<file path="config.mk">
export PLATFORM = sky130hd
export DESIGN_NAME = wb_spi_slave
export DESIGN_NICKNAME = d
export VERILOG_FILES = /design/src/rtl/wb_spi_slave_pkg.sv /design/src/rtl/wb_spi_slave_sync_edge.sv /design/src/rtl/wb_spi_slave.sv
export SDC_FILE = /design/constraint.sdc
export NUM_CORES = 1
export LEC_CHECK = 0
export ABC_AREA = 1
export ABC_CLOCK_PERIOD_IN_PS = 2100
export BUFFER_PORTS_ARGS = -buffer_cell sky130_fd_sc_hd__buf_2
export CORE_ASPECT_RATIO = 1.1
export CORE_UTILIZATION = 48
export DETAILED_ROUTE_END_ITERATION = 8
export PLACE_DENSITY = 0.83
export REMOVE_ABC_BUFFERS = 1
export SETUP_SLACK_MARGIN = 0.4
export SLEW_MARGIN = 10
export SYNTH_ARGS = -nofsm -noshare
export SYNTH_HDL_FRONTEND = slang
export SYNTH_SLANG_ARGS = --single-unit
export TNS_END_PERCENT = 100
</file>
<file path="constraint.sdc">
create_clock -name clk -period 2.1 [get_ports clk]
set_input_delay 0.21 -clock clk [delete_from_list [all_inputs] [get_ports clk]]
set_output_delay 0.21 -clock clk [all_outputs]
set_load 0.03 [all_outputs]
</file>
<file path="src/rtl/wb_spi_slave_pkg.sv">
// Shared definitions for the Wishbone SPI responder: register indices,
// STATUS bit layout and FSM state encoding.
package wb_spi_slave_pkg;

  // Register index taken from wb_adr_i[5:2]
  localparam logic [3:0] REG_DATA   = 4'd0;
  localparam logic [3:0] REG_STATUS = 4'd1;
  localparam logic [3:0] REG_IRQEN  = 4'd2;

  // STATUS bit positions
  localparam int STAT_BUSY    = 0;
  localparam int STAT_RX_FULL = 1;
  localparam int STAT_TX_FULL = 2;
  localparam int STAT_OVR     = 3;
  localparam int STAT_UDR     = 4;

  // Frame FSM: IDLE while chip select is inactive, SEL while a frame runs
  typedef enum logic {
    ST_IDLE = 1'b0,
    ST_SEL  = 1'b1
  } spi_state_t;

  // Packed so that the first member lands on the highest bit (udr = bit 4)
  typedef struct packed {
    logic udr;
    logic ovr;
    logic tx_full;
    logic rx_full;
    logic busy;
  } status_t;

  // Zero-extends the STATUS flags into a bus word
  function automatic logic [31:0] status_word(input status_t s);
    return {27'b0, s};
  endfunction

endpackage

</file>
<file path="src/rtl/wb_spi_slave_sync_edge.sv">
// N-stage synchroniser for an asynchronous pin with single-cycle rise/fall
// pulses derived from the synchronised level.
module wb_spi_slave_sync_edge #(
  parameter int   STAGES    = 2,     // must be >= 2
  parameter logic RESET_VAL = 1'b0   // pin's inactive level
) (
  input  logic clk,
  input  logic reset,
  input  logic din,
  output logic rise,
  output logic fall
);

  logic [STAGES-1:0] sync_q;
  logic              prev_q;

  // Shift the pin through the synchroniser and remember the previous level
  always_ff @(posedge clk) begin
    // NOTE: sequential state uses non-blocking assignments so every flop
    // samples the pre-edge value of its neighbour, as real hardware does.
    if (reset) begin
      sync_q <= {STAGES{RESET_VAL}};
      prev_q <= RESET_VAL;
    end else begin
      sync_q <= {sync_q[STAGES-2:0], din};
      prev_q <= sync_q[STAGES-1];
    end
  end

  assign rise = sync_q[STAGES-1] & ~prev_q;
  assign fall = ~sync_q[STAGES-1] & prev_q;

endmodule

</file>
<file path="src/rtl/wb_spi_slave.sv">
// SPI responder (mode 0, MSB first, 8-bit frames) with a Wishbone register
// interface. Optional build macro: WB_SPI_SLAVE_IRQ_EN enables the irq_en
// register (index 2) and the level interrupt output; without it irq is 0.
module wb_spi_slave
  import wb_spi_slave_pkg::*;
#(
  parameter int         SYNC_STAGES = 2,
  parameter logic [7:0] IDLE_BYTE   = 8'h00
) (
  input  logic        clk,
  input  logic        reset,
  input  logic [31:0] wb_adr_i,
  input  logic [31:0] wb_dat_i,
  output logic [31:0] wb_dat_o,
  input  logic [3:0]  wb_sel_i,
  input  logic        wb_cyc_i,
  input  logic        wb_stb_i,
  input  logic        wb_we_i,
  output logic        wb_ack_o,
  input  logic        spi_sck,
  input  logic        spi_cs_n,
  input  logic        spi_mosi,
  output logic        spi_miso,
  output logic        spi_miso_oe,
  output logic        irq
);

  // ---------------------------------------------------------------------
  // Pin synchronisation
  // ---------------------------------------------------------------------
  logic sck_rise, sck_fall, cs_rise, cs_fall;
  logic [SYNC_STAGES-1:0] mosi_sync_q;
  logic mosi_bit;

  wb_spi_slave_sync_edge #(.STAGES(SYNC_STAGES), .RESET_VAL(1'b0)) u_sck_sync (
    .clk   (clk),
    .reset (reset),
    .din   (spi_sck),
    .rise  (sck_rise),
    .fall  (sck_fall)
  );

  wb_spi_slave_sync_edge #(.STAGES(SYNC_STAGES), .RESET_VAL(1'b1)) u_cs_sync (
    .clk   (clk),
    .reset (reset),
    .din   (spi_cs_n),
    .rise  (cs_rise),
    .fall  (cs_fall)
  );

  // MOSI only needs its level; it shares the sck pipeline depth so a sampled
  // bit lines up with the sck rise pulse
  always_ff @(posedge clk) begin
    if (reset) mosi_sync_q <= '0;
    else       mosi_sync_q <= {mosi_sync_q[SYNC_STAGES-2:0], spi_mosi};
  end

  assign mosi_bit = mosi_sync_q[SYNC_STAGES-1];

  // ---------------------------------------------------------------------
  // Wishbone decode
  // ---------------------------------------------------------------------
  logic       ack_q;
  logic       bus_req, rd_en, wr_en;
  logic [3:0] reg_idx;
  logic       wr_tx, rd_rx, wr_status;

  assign bus_req   = wb_cyc_i & wb_stb_i;
  assign rd_en     = bus_req & ~wb_we_i & ~ack_q;
  assign wr_en     = bus_req &  wb_we_i & ~ack_q;
  assign reg_idx   = wb_adr_i[5:2];
  assign wr_tx     = wr_en && (reg_idx == REG_DATA);
  assign rd_rx     = rd_en && (reg_idx == REG_DATA);
  assign wr_status = wr_en && (reg_idx == REG_STATUS);
  assign wb_ack_o  = bus_req & ack_q;

  // Byte lanes and unused address/data bits have no function here
  logic unused_bits;
  assign unused_bits = ^{wb_sel_i, wb_adr_i[31:6], wb_adr_i[1:0], wb_dat_i[31:8]};

  // ---------------------------------------------------------------------
  // Frame FSM
  // ---------------------------------------------------------------------
  spi_state_t state, state_next;
  logic       frame_start, frame_abort, bit_sample, bit_shift;
  logic       byte_done, tx_load;
  logic [2:0] bitcnt;

  // State register
  always_ff @(posedge clk) begin
    if (reset) state <= ST_IDLE;
    else       state <= state_next;
  end

  // Next state and per-cycle frame events
  always_comb begin
    // NOTE: every output gets a default before the case so no path leaves a
    // signal unassigned, which would otherwise infer a latch.
    state_next  = state;
    frame_start = 1'b0;
    frame_abort = 1'b0;
    bit_sample  = 1'b0;
    bit_shift   = 1'b0;
    unique case (state)
      ST_IDLE: begin
        if (cs_fall) begin
          state_next  = ST_SEL;
          frame_start = 1'b1;
        end
      end
      ST_SEL: begin
        if (cs_rise) begin
          state_next  = ST_IDLE;
          frame_abort = 1'b1;
        end else begin
          bit_sample = sck_rise;
          bit_shift  = sck_fall;
        end
      end
    endcase
  end

  // The 8th falling edge completes a byte and reloads the next TX byte
  assign byte_done = bit_shift && (bitcnt == 3'd7);
  assign tx_load   = frame_start | byte_done;

  // ---------------------------------------------------------------------
  // Shift path and holding registers
  // ---------------------------------------------------------------------
  logic [7:0] shift_q, tx_hold, rx_hold, load_byte, rx_byte;
  logic       in_bit, tx_full, rx_full, ovr, udr;

  assign load_byte = tx_full ? tx_hold : IDLE_BYTE;
  assign rx_byte   = {shift_q[6:0], in_bit};

  // Bit counter, shifter, TX/RX holding registers and sticky flags
  always_ff @(posedge clk) begin
    // NOTE: every flag and holding register is cleared by reset; software
    // reads RXDATA/STATUS right after reset and must see defined values.
    if (reset) begin
      bitcnt  <= 3'd0;
      in_bit  <= 1'b0;
      shift_q <= IDLE_BYTE;
      tx_hold <= 8'h00;
      tx_full <= 1'b0;
      rx_hold <= 8'h00;
      rx_full <= 1'b0;
      ovr     <= 1'b0;
      udr     <= 1'b0;
    end else begin
      if (frame_start || frame_abort) bitcnt <= 3'd0;
      else if (bit_shift)             bitcnt <= bitcnt + 3'd1;

      if (bit_sample) in_bit <= mosi_bit;

      if (tx_load)        shift_q <= load_byte;
      else if (bit_shift) shift_q <= rx_byte;

      // A CPU write coinciding with a load still leaves a byte pending: the
      // load consumed the old value, the new one waits for the next frame.
      if (wr_tx) begin
        tx_hold <= wb_dat_i[7:0];
        tx_full <= 1'b1;
      end else if (tx_load && tx_full) begin
        tx_full <= 1'b0;
      end

      if (tx_load && !tx_full)           udr <= 1'b1;
      else if (wr_status && wb_dat_i[4]) udr <= 1'b0;

      if (byte_done && rx_full)          ovr <= 1'b1;
      else if (wr_status && wb_dat_i[3]) ovr <= 1'b0;

      if (byte_done) begin
        rx_hold <= rx_byte;
        rx_full <= 1'b1;
      end else if (rd_rx) begin
        rx_full <= 1'b0;
      end
    end
  end

  assign spi_miso_oe = (state == ST_SEL);
  assign spi_miso    = (state == ST_SEL) ? shift_q[7] : 1'b0;

  // ---------------------------------------------------------------------
  // Interrupt enable (optional)
  // ---------------------------------------------------------------------
`ifdef WB_SPI_SLAVE_IRQ_EN
  logic [1:0] irq_en;
  logic       wr_irqen;

  assign wr_irqen = wr_en && (reg_idx == REG_IRQEN);

  // irq_en[0] selects rx_full, irq_en[1] selects tx holding register empty
  always_ff @(posedge clk) begin
    if (reset)         irq_en <= 2'b00;
    else if (wr_irqen) irq_en <= wb_dat_i[1:0];
  end

  assign irq = (irq_en[0] & rx_full) | (irq_en[1] & ~tx_full);
`else
  assign irq = 1'b0;
`endif

  // ---------------------------------------------------------------------
  // Read path
  // ---------------------------------------------------------------------
  status_t     status;
  logic [31:0] rd_data;

  assign status = '{udr: udr, ovr: ovr, tx_full: tx_full, rx_full: rx_full,
                    busy: (state == ST_SEL)};

  // Register read multiplexer; unmapped indices read as zero
  always_comb begin
    rd_data = '0;
    case (reg_idx)
      REG_DATA:   rd_data = {24'b0, rx_hold};
      REG_STATUS: rd_data = status_word(status);
`ifdef WB_SPI_SLAVE_IRQ_EN
      REG_IRQEN:  rd_data = {30'b0, irq_en};
`endif
      default:    rd_data = '0;
    endcase
  end

  // One wait state: ack follows the request by a cycle; read data is latched
  // on the accepting cycle so it is stable while ack is high
  always_ff @(posedge clk) begin
    if (reset) begin
      ack_q    <= 1'b0;
      wb_dat_o <= '0;
    end else begin
      ack_q <= bus_req;
      if (rd_en) wb_dat_o <= rd_data;
    end
  end

endmodule

</file>
==> impl_metrics.py <==
metrics = {
    "yosys": {
        "yosysSeqAreaShare": 0.445,
        "synthArstFlopShare": 0,
        "synth_edf_count": 0,
        "yosys_register_bits": 50,
        "yosysMostFrequentCell": "nor2_1",
        "synth_area_um2": 2250,
        "avgSynthCellArea_um2": 7.60,
        "synth_top_cell_by_area": "dfxtp_1",
        "synth_top_area_share": 0.445,
        "synth.area.top_cells": "dfxtp_1 44%, nor2_1 9.7%, buf_4 9.0%, nand2_1 7.7%, o21ai_0 5.1%",
        "yosys_warnings": 0,
        "synth_cells": 296,
        "synth_ff_type": "dfxtp_1",
        "post_synth_num_cell_types": 28,
        "synthTopCellsByCount": "58 x nor2_1, 50 x dfxtp_1, 46 x nand2_1, 27 x buf_4, 23 x o21ai_0",
    },
    "place": {
        "placed_cell_area_um2": 2320,
        "portBuffers": 30,
        "routabilityCongestion": 0.792,
        "post-dp-hpwl_um": 2840,
    },
    "detailed_routing": {
        "wl_per_cell_um": 11.3,
        "vias_per_cell": 4.88,
        "drc": 0,
        "first_pass_iters": 4,
        "drt_iter0_markers": 72,
        "drt.antenna.violating_nets": 0,
        "dr_total_vias": 1859,
        "drt_wl_total_um": 4310,
    },
    "floorplanning": {
        "rows": 25,
        "core_area_um2": 4410,
        "start_util": 0.510,
        "die_h_um": 73.8,
        "die_x_um": 67.3,
        "io_pins": 112,
        "dieArea_um2": 4970,
    },
    "power": {
        "power_leakage_uw": 0.00106,
        "powerDensity_nw_per_um2": 695,
        "totalPowerFinal_uw": 1710,
        "irDropWorstVdd_v": 0.000300,
    },
    "finish": {
        "utilization": 0.559,
        "num-nets-final": 404,
        "fin_area_um2": 2460,
        "drive_gt1_frac": 0.177,
        "syn_to_final_growth_pct": 9.51,
        "antenna_cells": 0,
    },
    "critical_path": {
        "critPathLaunchType": "register",
        "critPathKind": "reg2reg",
        "critPathMaxFanout": 14,
        "critPathCaptureType": "register",
        "cp.arrival_ns": 1.78,
        "cp.required_ns": 2.30,
    },
    "global_route": {
        "grtUsageTotal": 0.186,
        "grt_pass1_wl_um": 6970,
        "grt_pass1_vias": 1639,
        "grt_max_degree": 29,
        "antenna_found_initial": 0,
        "gr-total-overflow": 0,
    },
    "timing": {
        "finalMaxSlewViolations": 0,
        "setup-violations-final": 0,
        "rsz0062_at_grt": "true",
        "max_freq_ghz": 0.634,
        "finClkSkew_ns": 0.00631,
        "maxSlewHeadroom": 0.578,
        "holdWs_ns": 0.0798,
        "finalSetupTns_ns": 0,
        "hold_violations": 0,
        "worstMarginPinSlew_ns": 0.632,
        "finalCriticalPeriod_ns": 1.58,
        "fin_crit_sh": 0.751,
    },
    "clock_network": {
        "cts_root_buf": "clkbuf_8",
        "cts_hold_buf": 0,
        "numClockSinks": 50,
        "cts_tree": "built",
        "cts.path.max_buffers": 2,
        "clkLatencyLatePin_ns": 0.30,
        "cts-htree-levels": 2,
        "cts_buffers": 5,
        "clkTransAtPathRegs_ns": 0.09,
    },
    "hold_path": {
        "hold_class": "in2reg",
    },
    "job": {
        "maxCapViolations": 0,
    },
    "status": {
        "status": "finished, final reports clean",
    },
}
[per-layer routing]
metal | vias to the layer above | part of all wire | GRT usage
met5 | - | 0 | 0
met4 | 0 | 0.021 | 0.0496
met3 | 10 | 0.042 | 0.0466
met2 | 52 | 0.51 | 0.341
met1 | 831 | 0.43 | 0.209
li1 | 966 | - | -
[report_power, final]
part / internal, uW / leakage (uW) / switching, uW
clock: 241 / 0.0000447 / 326
sequential: 967 / 0.000406 / 15.7
combinational: 38.5 / 0.000613 / 126
total: 1250 / 0.00106 / 467
[area by class of cell]
class | count | area, um^2
fill | 415 | 1950
multi-input combinational | 216 | 1050
sequential | 50 | 1000
timing repair buffer | 31 | 158
inverter | 21 | 82.6
clock buffer | 5 | 68.8
tap | 54 | 67.6
clock inverter | 3 | 25.0
timing repair inverter | 1 | 7.51
[final timing paths]
path / from / end / slack (ns) / cells past startpoint
worst max register to register: bitcnt[0] / shift_q[4] / 0.52 / 7
worst max-delay path: bitcnt[0] / shift_q[4] / 0.52 / 7
worst min register to register: mosi_sync_q[0] / mosi_sync_q[1] / 0.41 / 2
worst min-delay path: spi_cs_n / u_cs_sync.sync_q[0] / 0.08 / 2
[cells by family (layout without fill, tap and decap cells)]
| logic type | after synthesis | count (layout) | share of synthesized area |
|---|---|---|---|
| fa+ha+maj | 2 | 2 | 0.0111 |
| flops | 50 | 50 | 0.445 |
| compound gates | 50 | 50 | 0.116 |
| buf+inv | 56 | 61 | 0.145 |
| xor+xnor | 1 | 1 | 0.00389 |
| simple gates | 136 | 138 | 0.278 |
| other cells | 1 | 25 | 0.00167 |
[layout by cell type, fill, tap and decap left out, types with 5 or more instances in the layout]
cell	n
nor2_1	58
a21oi_1	18
inv_1	17
nand2_1	46
clkbuf_8	5
conb_1	25
nand3_1	17
buf_2	30
o21ai_0	23
a31oi_1	6
dfxtp_1	50
[sequential cells by signal, summed over array words and instances, names as in the netlist, 2 cells and up]
name,cells
mosi_sync_q,2
bitcnt,3
u_sck_sync.sync_q,2
u_cs_sync.sync_q,2
rx_hold,8
wb_dat_o,8
tx_hold,8
shift_q,8
[through the flow]
| step | std cells | worst slack (ns) |
|---|---|---|
| floorplan | 285 | 0.664 |
| global placement | 370 | 0.483 |
| detailed placement | 370 | 0.429 |
| CTS | 378 | 0.404 |
| global route | 381 | 0.386 |
| finish | 381 | 0.522 |
[critical path: stages, from the launching register on]
cell and delay [ns]:
dfxtp_1 0.37, ha_1 0.16, ha_1 0.31, nand4_4 0.28
nand3_1 0.14, nand2_1 0.05, nor2_1 0.11, nor2_1 0.05
[repair_timing]
item / in CTS / in global routing
setup endpoints to repair: 0 / 15
hold endpoints to repair: 0 / 0
gates resized for setup: 0 / 4
setup buffers: 0 / 0
Note: power is estimated with default switching activity, not from simulation.
